$ cat config.mk
export PLATFORM = sky130hd
export DESIGN_NAME = carfield_eoc_collector
export DESIGN_NICKNAME = d
export VERILOG_FILES = /design/src/rtl/carfield_eoc_collector.sv
export SDC_FILE = /design/constraint.sdc
export NUM_CORES = 1
export LEC_CHECK = 0
export ABC_AREA = 1
export CAP_MARGIN = 20
export CORE_ASPECT_RATIO = 1.75
export CORE_MARGIN = 10
export CORE_UTILIZATION = 35
export CTS_BUF_LIST = sky130_fd_sc_hd__clkbuf_4 sky130_fd_sc_hd__clkbuf_8
export DETAILED_ROUTE_END_ITERATION = 10
export GPL_TIMING_DRIVEN = 0
export PLACE_DENSITY = 0.66
export SYNTH_ARGS = -nofsm -noshare
export SYNTH_HDL_FRONTEND = slang
export SYNTH_SLANG_ARGS = --single-unit
$ cat constraint.sdc
create_clock -name clk_i -period 2 [get_ports clk_i]
set_clock_uncertainty 0.15 [all_clocks]
set_input_delay 0.4 -clock clk_i [delete_from_list [all_inputs] [get_ports clk_i]]
set_output_delay 0.4 -clock clk_i [all_outputs]
set_load 0.01 [all_outputs]
$ cat src/rtl/carfield_eoc_collector.sv
// End-of-computation collector: merges per-domain exit codes into one done/pass/fail verdict.
// Optional completion timeout is compiled in with `define CARFIELD_EOC_TIMEOUT_EN.
module carfield_eoc_collector #(
    parameter int unsigned NumCh        = 4,
    parameter int unsigned CodeWidth    = 32,
    parameter int unsigned WaitWidth    = 20,
    parameter int unsigned TimeoutWidth = 32,
    parameter int unsigned IdxWidth     = (NumCh > 1) ? $clog2(NumCh) : 1
) (
    input  logic                       clk_i,
    input  logic                       rst_ni,
    input  logic                       start_i,
    input  logic                       mode_all_i,
    input  logic [NumCh-1:0]           ch_en_i,
    input  logic [WaitWidth-1:0]       wait_cycles_i,
    input  logic [TimeoutWidth-1:0]    timeout_cycles_i,
    input  logic [NumCh-1:0]           eoc_valid_i,
    input  logic [NumCh*CodeWidth-1:0] eoc_code_i,
    output logic                       busy_o,
    output logic                       done_o,
    output logic                       fail_o,
    output logic                       timeout_o,
    output logic [CodeWidth-1:0]       exit_code_o,
    output logic [NumCh-1:0]           ch_done_o,
    output logic [IdxWidth-1:0]        first_ch_o
);

    localparam logic [1:0] StIdle  = 2'd0;
    localparam logic [1:0] StWait  = 2'd1;
    localparam logic [1:0] StArmed = 2'd2;
    localparam logic [1:0] StDone  = 2'd3;

    logic [1:0]           state_q, state_d;
    logic [NumCh-1:0]     en_q, ch_done_q, ch_done_d, capture;
    logic                 mode_all_q;
    logic [WaitWidth-1:0] wait_q;
    logic [CodeWidth-1:0] code_q [NumCh];
    logic [CodeWidth-1:0] exit_code, capture_code;
    logic [IdxWidth-1:0]  first_idx, first_ch_q;
    logic                 fail_q;
    logic                 start_ok, complete, expire;

    assign start_ok  = start_i & ((state_q == StIdle) | (state_q == StDone));
    assign capture   = (state_q == StArmed) ? (eoc_valid_i & en_q & ~ch_done_q) : '0;
    assign ch_done_d = ch_done_q | capture;
    assign complete  = (state_q == StArmed) &
                       (mode_all_q ? (ch_done_d == en_q) : (ch_done_d != '0));

    // Descending scan so the lowest capturing index is the one left in first_idx.
    always_comb begin
        exit_code    = '0;
        capture_code = '0;
        first_idx    = '0;
        for (int i = NumCh - 1; i >= 0; i--) begin
            exit_code = exit_code | code_q[i];
            if (capture[i]) begin
                capture_code = capture_code | eoc_code_i[i*CodeWidth +: CodeWidth];
                first_idx    = IdxWidth'(i);
            end
        end
    end

`ifdef CARFIELD_EOC_TIMEOUT_EN
    logic [TimeoutWidth-1:0] tmo_limit_q, tmo_cnt_q;
    logic                    timeout_q;

    assign expire = (state_q == StArmed) & (tmo_limit_q != '0) &
                    (tmo_cnt_q == tmo_limit_q - TimeoutWidth'(1));

    always_ff @(posedge clk_i or negedge rst_ni) begin
        if (!rst_ni) begin
            tmo_limit_q <= '0;
            tmo_cnt_q   <= '0;
            timeout_q   <= 1'b0;
        end else begin
            if (start_ok) begin
                tmo_limit_q <= timeout_cycles_i;
                timeout_q   <= 1'b0;
            end else if (expire & ~complete) begin
                timeout_q <= 1'b1;
            end
            if (state_q != StArmed) begin
                tmo_cnt_q <= '0;
            end else if (tmo_cnt_q != '1) begin
                tmo_cnt_q <= tmo_cnt_q + TimeoutWidth'(1);
            end
        end
    end

    assign timeout_o = timeout_q;
`else
    logic unused_timeout_cycles;
    assign unused_timeout_cycles = ^timeout_cycles_i;
    assign expire    = 1'b0;
    assign timeout_o = 1'b0;
`endif

    always_comb begin
        state_d = state_q;
        case (state_q)
            StIdle, StDone: begin
                if (start_i) begin
                    if (ch_en_i == '0) begin
                        state_d = StDone;
                    end else if (wait_cycles_i == '0) begin
                        state_d = StArmed;
                    end else begin
                        state_d = StWait;
                    end
                end
            end
            StWait:  if (wait_q == WaitWidth'(1)) state_d = StArmed;
            StArmed: if (complete | expire) state_d = StDone;
            default: state_d = StIdle;
        endcase
    end

    always_ff @(posedge clk_i or negedge rst_ni) begin
        if (!rst_ni) begin
            state_q    <= StIdle;
            en_q       <= '0;
            mode_all_q <= 1'b0;
            wait_q     <= '0;
            ch_done_q  <= '0;
            fail_q     <= 1'b0;
            first_ch_q <= '0;
            for (int i = 0; i < NumCh; i++) code_q[i] <= '0;
        end else begin
            state_q <= state_d;
            if (start_ok) begin
                en_q       <= ch_en_i;
                mode_all_q <= mode_all_i;
                wait_q     <= wait_cycles_i;
                ch_done_q  <= '0;
                fail_q     <= (ch_en_i == '0);
                first_ch_q <= '0;
                for (int i = 0; i < NumCh; i++) code_q[i] <= '0;
            end else begin
                if ((state_q == StWait) && (wait_q != '0)) wait_q <= wait_q - WaitWidth'(1);
                ch_done_q <= ch_done_d;
                for (int i = 0; i < NumCh; i++) begin
                    if (capture[i]) code_q[i] <= eoc_code_i[i*CodeWidth +: CodeWidth];
                end
                if ((ch_done_q == '0) && (capture != '0)) first_ch_q <= first_idx;
                // Verdict uses post-capture codes; completion beats a coincident timeout.
                if ((state_q == StArmed) && (state_d == StDone)) begin
                    fail_q <= ((exit_code | capture_code) != '0) | (expire & ~complete);
                end
            end
        end
    end

    assign busy_o      = (state_q == StWait) | (state_q == StArmed);
    assign done_o      = (state_q == StDone);
    assign fail_o      = fail_q;
    assign exit_code_o = exit_code;
    assign ch_done_o   = ch_done_q;
    assign first_ch_o  = first_ch_q;

endmodule

==> metrics.md, run 1 <==
| Metric | Value |
|---|---|
| Routed via count | 8854 |
| Core area | 23800 sq um |
| Critical path arrival | 2.55 ns |
| Worst hold-check path type | input port to asynchronous set/reset pin |
| Worst flop-to-flop path startpoint | state_q[1] |
| Area after DPL | 10800 sq um |
| Die Ht | 225 um |
| Avg Cell Area, Syn | 7.62 sq um |
| Setup WS pre-CTS | -1.08 ns |
| Outcome | finished, violations left |
| First-pass GRT wire length | 51200 um |
| Syn-to-layout area delta | 45.9% |
| Period utilization | 116% |
| CTS H-tree lvls | 4 |
| Net switching power figure | 8.73 mW |
| Die area | 30900 sq um |
| Syn Inst Count | 1105 |
| Final Routed Wirelength | 35200 um |
| Worst setup margin | -0.322 ns |
| Failing checks | setup timing |
| Clock Latency Late Sink | 0.48 ns |
| Worst setup EP type | register |
| Final min period | 2.32 ns |
| DRT Pass-1 Iters | 5 |
| Synth cell types | 41 |
| Crit Path Max Fanout | 6 |
| Initial antenna violation count | 3 |
| # rows | 75 |
| Area of the multi-input gates | 4070 sq um |
| Crit Path Category | register to register |
| Mapped Nets | 1302 |
| PortBufs | 200 |
| Tot GR Track Use | 22.2% |
| Largest net degree at the start of global routing | 110 |
| Switch share | 46.1% |
| Worst IR Drop VDD | 0.000810 V |
| TritonCTS Buffers | 17 |
| CTS tree | yes |
| Reg clk slew, reported paths | 0.10 ns |
| Pwr/cell area | 1540 nW/um^2 |
| Final instance area | 12300 sq um |
| Non-Filler Instances | 1699 |
| Pleak | 5.80 nW |
| Logic pwr share | 57.6% |
| Placed insts | 1614 |
| ANT nets after route | 0 |
| WL/cell | 20.7 um |
| Longest Clk Path Bufs | 2 |
| Worst reg2reg path endpoint | fail_o |
| Max-slew violations | 0 |
| RSZ-0062 raised after global routing | yes |
| Min Hold Slack | 0.300 ns |
| Placer congestion estimate | 0.901 |
| #FFs+latches synth | 162 |
| Fin. Hold Viols | 0 |
| Clock root buffer | clkbuf_8 |
| Fillers | 2323 |
| Startpoint Class | register |
| Vias in the first global route | 9003 |
| Reg2reg path depth | 14 |
| Register area | 4060 sq um |
| # setup viols final | 14 |
| Detail Placement HPWL | 26600 um |
| Clk sinks | 162 |
| Vias per cell | 5.21 |
| I/O pins | 234 |
| Die X-Extent | 137 um |
| Highest clock rate | 0.431 GHz |
| Clock share of power | 14.6% |
| Total global routing overflow | 0 |
| Yosys Warn Count | 0 |
| Initial drt markers | 868 |
| Layout cell share with drive strength beyond 1 | 18.9% |
| Req. time, crit path | 2.22 ns |
| Relative slew slack | 59.8% |
| Seq/Total Area, Yosys | 48.1% |
| Max-cap violations | 0 |
| Internal power | 10.2 mW |
| Final net count | 1573 |
| DRC | 0 |
| Initial Util | 35.3% |
| Slew @ Worst Pin | 0.603 ns |
| Synth Cell Area | 8420 sq um |
| Seq pwr share | 27.9% |
| R2r setup slk | -0.32 ns |
## synth_stat cells (all sizes together)
cell | instances | area [sq um]
o22ai | 1 | 6.26
nor2 | 129 | 537
conb | 1 | 3.75
o21a | 5 | 37.5
nand4 | 8 | 56.3
a21oi | 67 | 335
xnor2 | 6 | 52.6
o31ai | 2 | 15.0
xor2 | 11 | 96.3
clkbuf | 25 | 93.8
nor4 | 3 | 18.8
nand3b | 4 | 30.0
nor3 | 4 | 42.5
o41ai | 1 | 8.76
ha | 5 | 62.6
o31a | 1 | 8.76
o21ai | 112 | 572
inv | 113 | 427
o221ai | 2 | 17.5
nand2 | 284 | 1090
nand3 | 127 | 651
dfrtp | 162 | 4050
or2 | 1 | 6.26
buf | 24 | 129
o211ai | 6 | 65.1
a31o | 1 | 8.76
## cells by family (layout without fill, tap and decap cells)
family | Yosys count | after routing | share of synthesized area [%]
buffers and inverters | 162 | 446 | 7.71
other | 1 | 3 | 0.0445
AOI/OAI and AO/OA | 198 | 198 | 12.8
and+or+nand+nor | 560 | 560 | 28.8
DFF | 162 | 162 | 48.1
xor gates and xnor gates | 17 | 17 | 1.77
adders and majority gates | 5 | 5 | 0.743
## critical path: stages (launching register included)
cell and delay, ns:
dfrtp_1 0.45, ha_4 0.23, nand2_4 0.08, nor2_4 0.07
buf_8 0.14, o21ai_1 0.13, nand2_1 0.12, nor2_4 0.19
nand2_1 0.12, nor2_1 0.11, nand2_1 0.11, nor2_2 0.15
a21oi_2 0.08, nand2_1 0.06, nand2_1 0.04
## layout by cell type (no fill, tap or decap), types with 5 or more instances in the layout
master and instances:
nand2_1 262, clkdlybuf4s50_1 160, dfrtp_1 157, nand3_1 120, inv_1 101, nor2_1 90, o21ai_0 80, a21oi_1 62
buf_4 47, nor2_2 26, clkbuf_8 19, o21ai_1 18, clkbuf_2 17, nand2_2 16, nor2_4 13, clkdlybuf4s15_1 13
buf_6 12, buf_2 12, o21ai_2 11, xor2_1 11, dlygate4sd2_1 9, nand4_1 7, inv_2 7, buf_8 7
buf_12 7, clkbuf_4 7, nand3_2 6, xnor2_1 6, nand2_4 5, a21oi_2 5, o21a_1 5, dfrtp_2 5
## worst max path at each step
stage | startpoint | endpoint | depth (start not counted)
4_1_cts | state_q[0] | fail_o | 17
2_1_floorplan | state_q[0] | first_ch_o[0] | 12
3_3_place_gp | rst_ni | code_q[15] | 1
6_report | state_q[1] | fail_o | 14
5_1_grt | state_q[1] | fail_o | 15
3_5_place_dp | eoc_valid_i[3] | fail_o | 14
## flip-flops by register name (all words and copies together) (netlist names)
name        cells
code_q        128
mode_all_q      1
fail_o          1
en_q            4
ch_done_o       4
state_q         2
first_ch_o      2
wait_q         20
## stage by stage
step,power [mW],utilization (%),setup TNS (ns)
after floorplan,10.3,-,0
after global placement,14.8,45.3,-1109.06
after detailed placement,14.9,45.5,-72.33
after CTS,18.1,50.0,-0.778
after global routing,20.2,51.5,-2.30
final,19.0,51.5,-1.16
## area by class of cell
cell class	instances	share of cell area, %
clock inverter	13	1.60
tap	308	3.14
multi-input combinational	781	33.1
timing repair buffer	253	19.9
clock buffer	19	2.08
inverter	113	3.59
antenna	2	0.0407
buffer	48	3.46
sequential	162	33.1
## per-layer routing
metal / GRT usage, % / up-vias / share of wire [%]
met3: 5.25 / 106 / 6.8
met2: 39.7 / 399 / 53
met1: 22.6 / 4228 / 34
met5: 0 / - / 0.037
li1: - / 4119 / -
met4: 13.1 / 2 / 6.3
## power by group through the flow
stage	logic, mW	registers [mW]	clock network (mW)
6_report	10.9	5.28	2.76
5_1_grt	11.8	5.39	2.95
4_1_cts	10.1	5.24	2.78
3_5_place_dp	9.58	5.27	0
3_3_place_gp	9.51	5.25	0
2_1_floorplan	5.26	5.06	0
## repair_timing
item | CTS | global route
cloned | 2 | 1
hold endpoints to repair | 53 | 0
pin swaps | 29 | 35
resized for setup | 199 | 128
endpoints found under the setup margin | 187 | 182
buffers inserted | 31 | 21
hold buffers | 1 | 0
No activity file was read; power rests on OpenSTA's default activity.
==> run 2: changes to the inputs <==
Settings changed: PLACE_DENSITY 0.66 to 0.63.
Clock period 2 ns to 2.6 ns, I/O delays scaled along.
==> run 2 against run 1 <==
Effect of this change:
- the flow now finishes without violations
- first-iteration DRC count fell by 24%
- worst setup slack improved by 0.38 ns
- combinational power down 31%
- routed wire length down 4.2%
- worst hold slack improved by 0.033 ns
- die area did not move
- clock power fell by 29%
- sequential share of layout area rose by 2.5 points
- critical endpoint is now code_q[32]
- largest cell class is now sequential cells
- highest routed layer unchanged
==> metrics.md, run 2 (same netlist as run 1, synthesis figures left out) <==
| Metric | Value |
|---|---|
| WL/cell | 20.4 um (was 20.7 um) |
| Register area | 4050 sq um (was 4060 sq um) |
| Util after Layout | 47.8% (was 51.5%) |
| WL met1 | 11700 um (was 12000 um) |
| Non-Filler Instances | 1653 (was 1699) |
| Area of the multi-input gates | 3770 sq um (was 4070 sq um) |
| Commonest non-fill, non-tap cell in the layout | nand2_1 (unchanged) |
| Clock share of power | 14.5% (was 14.6%) |
| Routed via count | 8496 (was 8854) |
| Pwr/cell area | 1190 nW/um^2 (was 1540 nW/um^2) |
| Worst hold-check path type | register to register (was input port to asynchronous set/reset pin) |
| Seq pwr share | 29.7% (was 27.9%) |
| Startpoint Class | register (unchanged) |
| Largest registers | code_q x128, wait_q x20 (unchanged) |
| Outcome | completed (was finished, violations left) |
| Worst IR Drop VDD | 0.000855 V (was 0.000810 V) |
| RSZ-0062 raised after global routing | no (was yes) |
| Syn-to-layout area delta | 35.3% (was 45.9%) |
| Top Metal Used | met5 (unchanged) |
| Clock root buffer | clkbuf_8 (unchanged) |
| Setup TNS | 0 ns (was -1.16 ns) |
| Die Ht | 225 um (unchanged) |
| Max-slew violations | 0 (unchanged) |
| Most flop-heavy register | code_q (unchanged) |
| Final min period | 2.54 ns (was 2.32 ns) |
| Max-cap violations | 0 (unchanged) |
| WL met3 | 2440 um (was 2400 um) |
| PortBufs | 200 (unchanged) |
| I/O pins | 234 (unchanged) |
| First-pass GRT wire length | 49900 um (was 51200 um) |
| Internal power | 7.40 mW (was 10.2 mW) |
| Relative slew slack | 44.2% (was 59.8%) |
| Initial drt markers | 663 (was 868) |
| Detail Placement HPWL | 26700 um (was 26600 um) |
| CTS tree | yes (unchanged) |
| Pleak | 5.33 nW (was 5.80 nW) |
| Net switching power figure | 6.14 mW (was 8.73 mW) |
| Worst setup EP type | register (unchanged) |
| Period utilization | 97.9% (was 116%) |
| Largest register FFs | 128 (unchanged) |
| Critical path arrival | 2.81 ns (was 2.55 ns) |
| Slew @ Worst Pin | 0.837 ns (was 0.603 ns) |
| Placer congestion estimate | 0.919 (was 0.901) |
| Tot GR Track Use | 21.7% (was 22.2%) |
| Die X-Extent | 137 um (unchanged) |
| Largest net degree at the start of global routing | 113 (was 110) |
| DRT Pass-1 Iters | 5 (unchanged) |
| Switch share | 45.4% (was 46.1%) |
| DRC | 0 (unchanged) |
| Vias per cell | 5.14 (was 5.21) |
| Initial antenna violation count | 3 (unchanged) |
| Longest Clk Path Bufs | 2 (unchanged) |
| Logic pwr share | 55.8% (was 57.6%) |
| Highest clock rate | 0.393 GHz (was 0.431 GHz) |
| Clk sinks | 162 (unchanged) |
| Placed insts | 1614 (unchanged) |
| Crit Path Max Fanout | 10 (was 6) |
| Final instance area | 11400 sq um (was 12300 sq um) |
| Vias in the first global route | 8716 (was 9003) |
| Area after DPL | 10800 sq um (unchanged) |
| CTS H-tree lvls | 4 (unchanged) |
| Reg clk slew, reported paths | 0.09 ns (was 0.10 ns) |
| Fillers | 2416 (was 2323) |
| ANT nets after route | 0 (unchanged) |
| TritonCTS Buffers | 17 (unchanged) |
| Req. time, crit path | 2.86 ns (was 2.22 ns) |
| Fin. Hold Viols | 0 (unchanged) |
| Clock Latency Late Sink | 0.48 ns (about the same) |
| # rows | 75 (unchanged) |
| Core area | 23800 sq um (unchanged) |
| Layout cell share with drive strength beyond 1 | 7.74% (was 18.9%) |
| Final net count | 1529 (was 1573) |
| Total global routing overflow | 0 (unchanged) |
| Crit Path Category | register to register (unchanged) |
| Met2 WL | 17800 um (was 18600 um) |
| # setup viols final | 0 (was 14) |
| Final Routed Wirelength | 33700 um (was 35200 um) |
| R2r setup slk | 0.06 ns (was -0.32 ns) |
| Most frequent cells in the layout | nand2_1, clkdlybuf4s50_1, dfrtp_1 (unchanged) |
| Die area | 30900 sq um (unchanged) |
| Initial Util | 35.3% (unchanged) |
| Min Hold Slack | 0.333 ns (was 0.300 ns) |
run 2: metal layers:
layer  up-vias  track usage [%]
li1       4016                -
met1      4031             22.5
met2       362             39.4
met3        83             4.98
met4         4             11.0
met5         -                0
run 2: power by group through the flow:
stage / Combinational, mW / Sequential (mW) / Clock (mW)
final: 7.55 / 4.02 / 1.97
after global routing: 8.31 / 4.13 / 2.09
after CTS: 7.47 / 4.02 / 1.99
after detailed placement: 7.39 / 4.05 / 0
after global placement: 7.32 / 4.04 / 0
after floorplan: 4.04 / 3.89 / 0
run 2: final cells by class:
class | instances | area share (%)
sequential | 162 | 35.6
buffer | 49 | 2.17
clock inverter | 10 | 1.18
multi-input combinational | 781 | 33.1
antenna | 1 | 0.0220
timing repair buffer | 208 | 18.4
inverter | 113 | 3.78
tap | 308 | 3.38
clock buffer | 21 | 2.43
run 2: through the flow:
stage | setup slack, ns | power, mW
floorplan | 0.656 | 7.94
global placement | -6.02 | 11.4
detailed placement | -0.513 | 11.4
CTS | 0.00605 | 13.5
global route | 0.00567 | 14.5
finish | 0.0558 | 13.5
run 2: worst max-delay path, stage by stage, from the launching register on:
cell     delay, ns
dfrtp_1       0.39
inv_1         0.07
ha_1          0.31
nand2_1       0.14
buf_2         0.37
buf_1         0.68
nand3_1       0.25
nand2_1       0.12
run 2: timing repair:
item	in CTS	in global routing
setup buffers	0	6
hold buffers	1	0
cloned	0	0
gates resized for setup	17	18
endpoints found under the setup margin	5	41
pin swaps	0	2
hold endpoints to repair	50	0
run 2: final timing paths:
| check | from | depth (start not counted) | to |
|---|---|---|---|
| max in group asynchronous | rst_ni | 3 | code_q[17] |
| min in group asynchronous | rst_ni | 2 | code_q[36] |
| max reg2reg | state_q[0] | 7 | code_q[32] |
| min | code_q[124] | 2 | code_q[124] |
| min reg2reg | code_q[124] | 2 | code_q[124] |
| max | state_q[0] | 7 | code_q[32] |
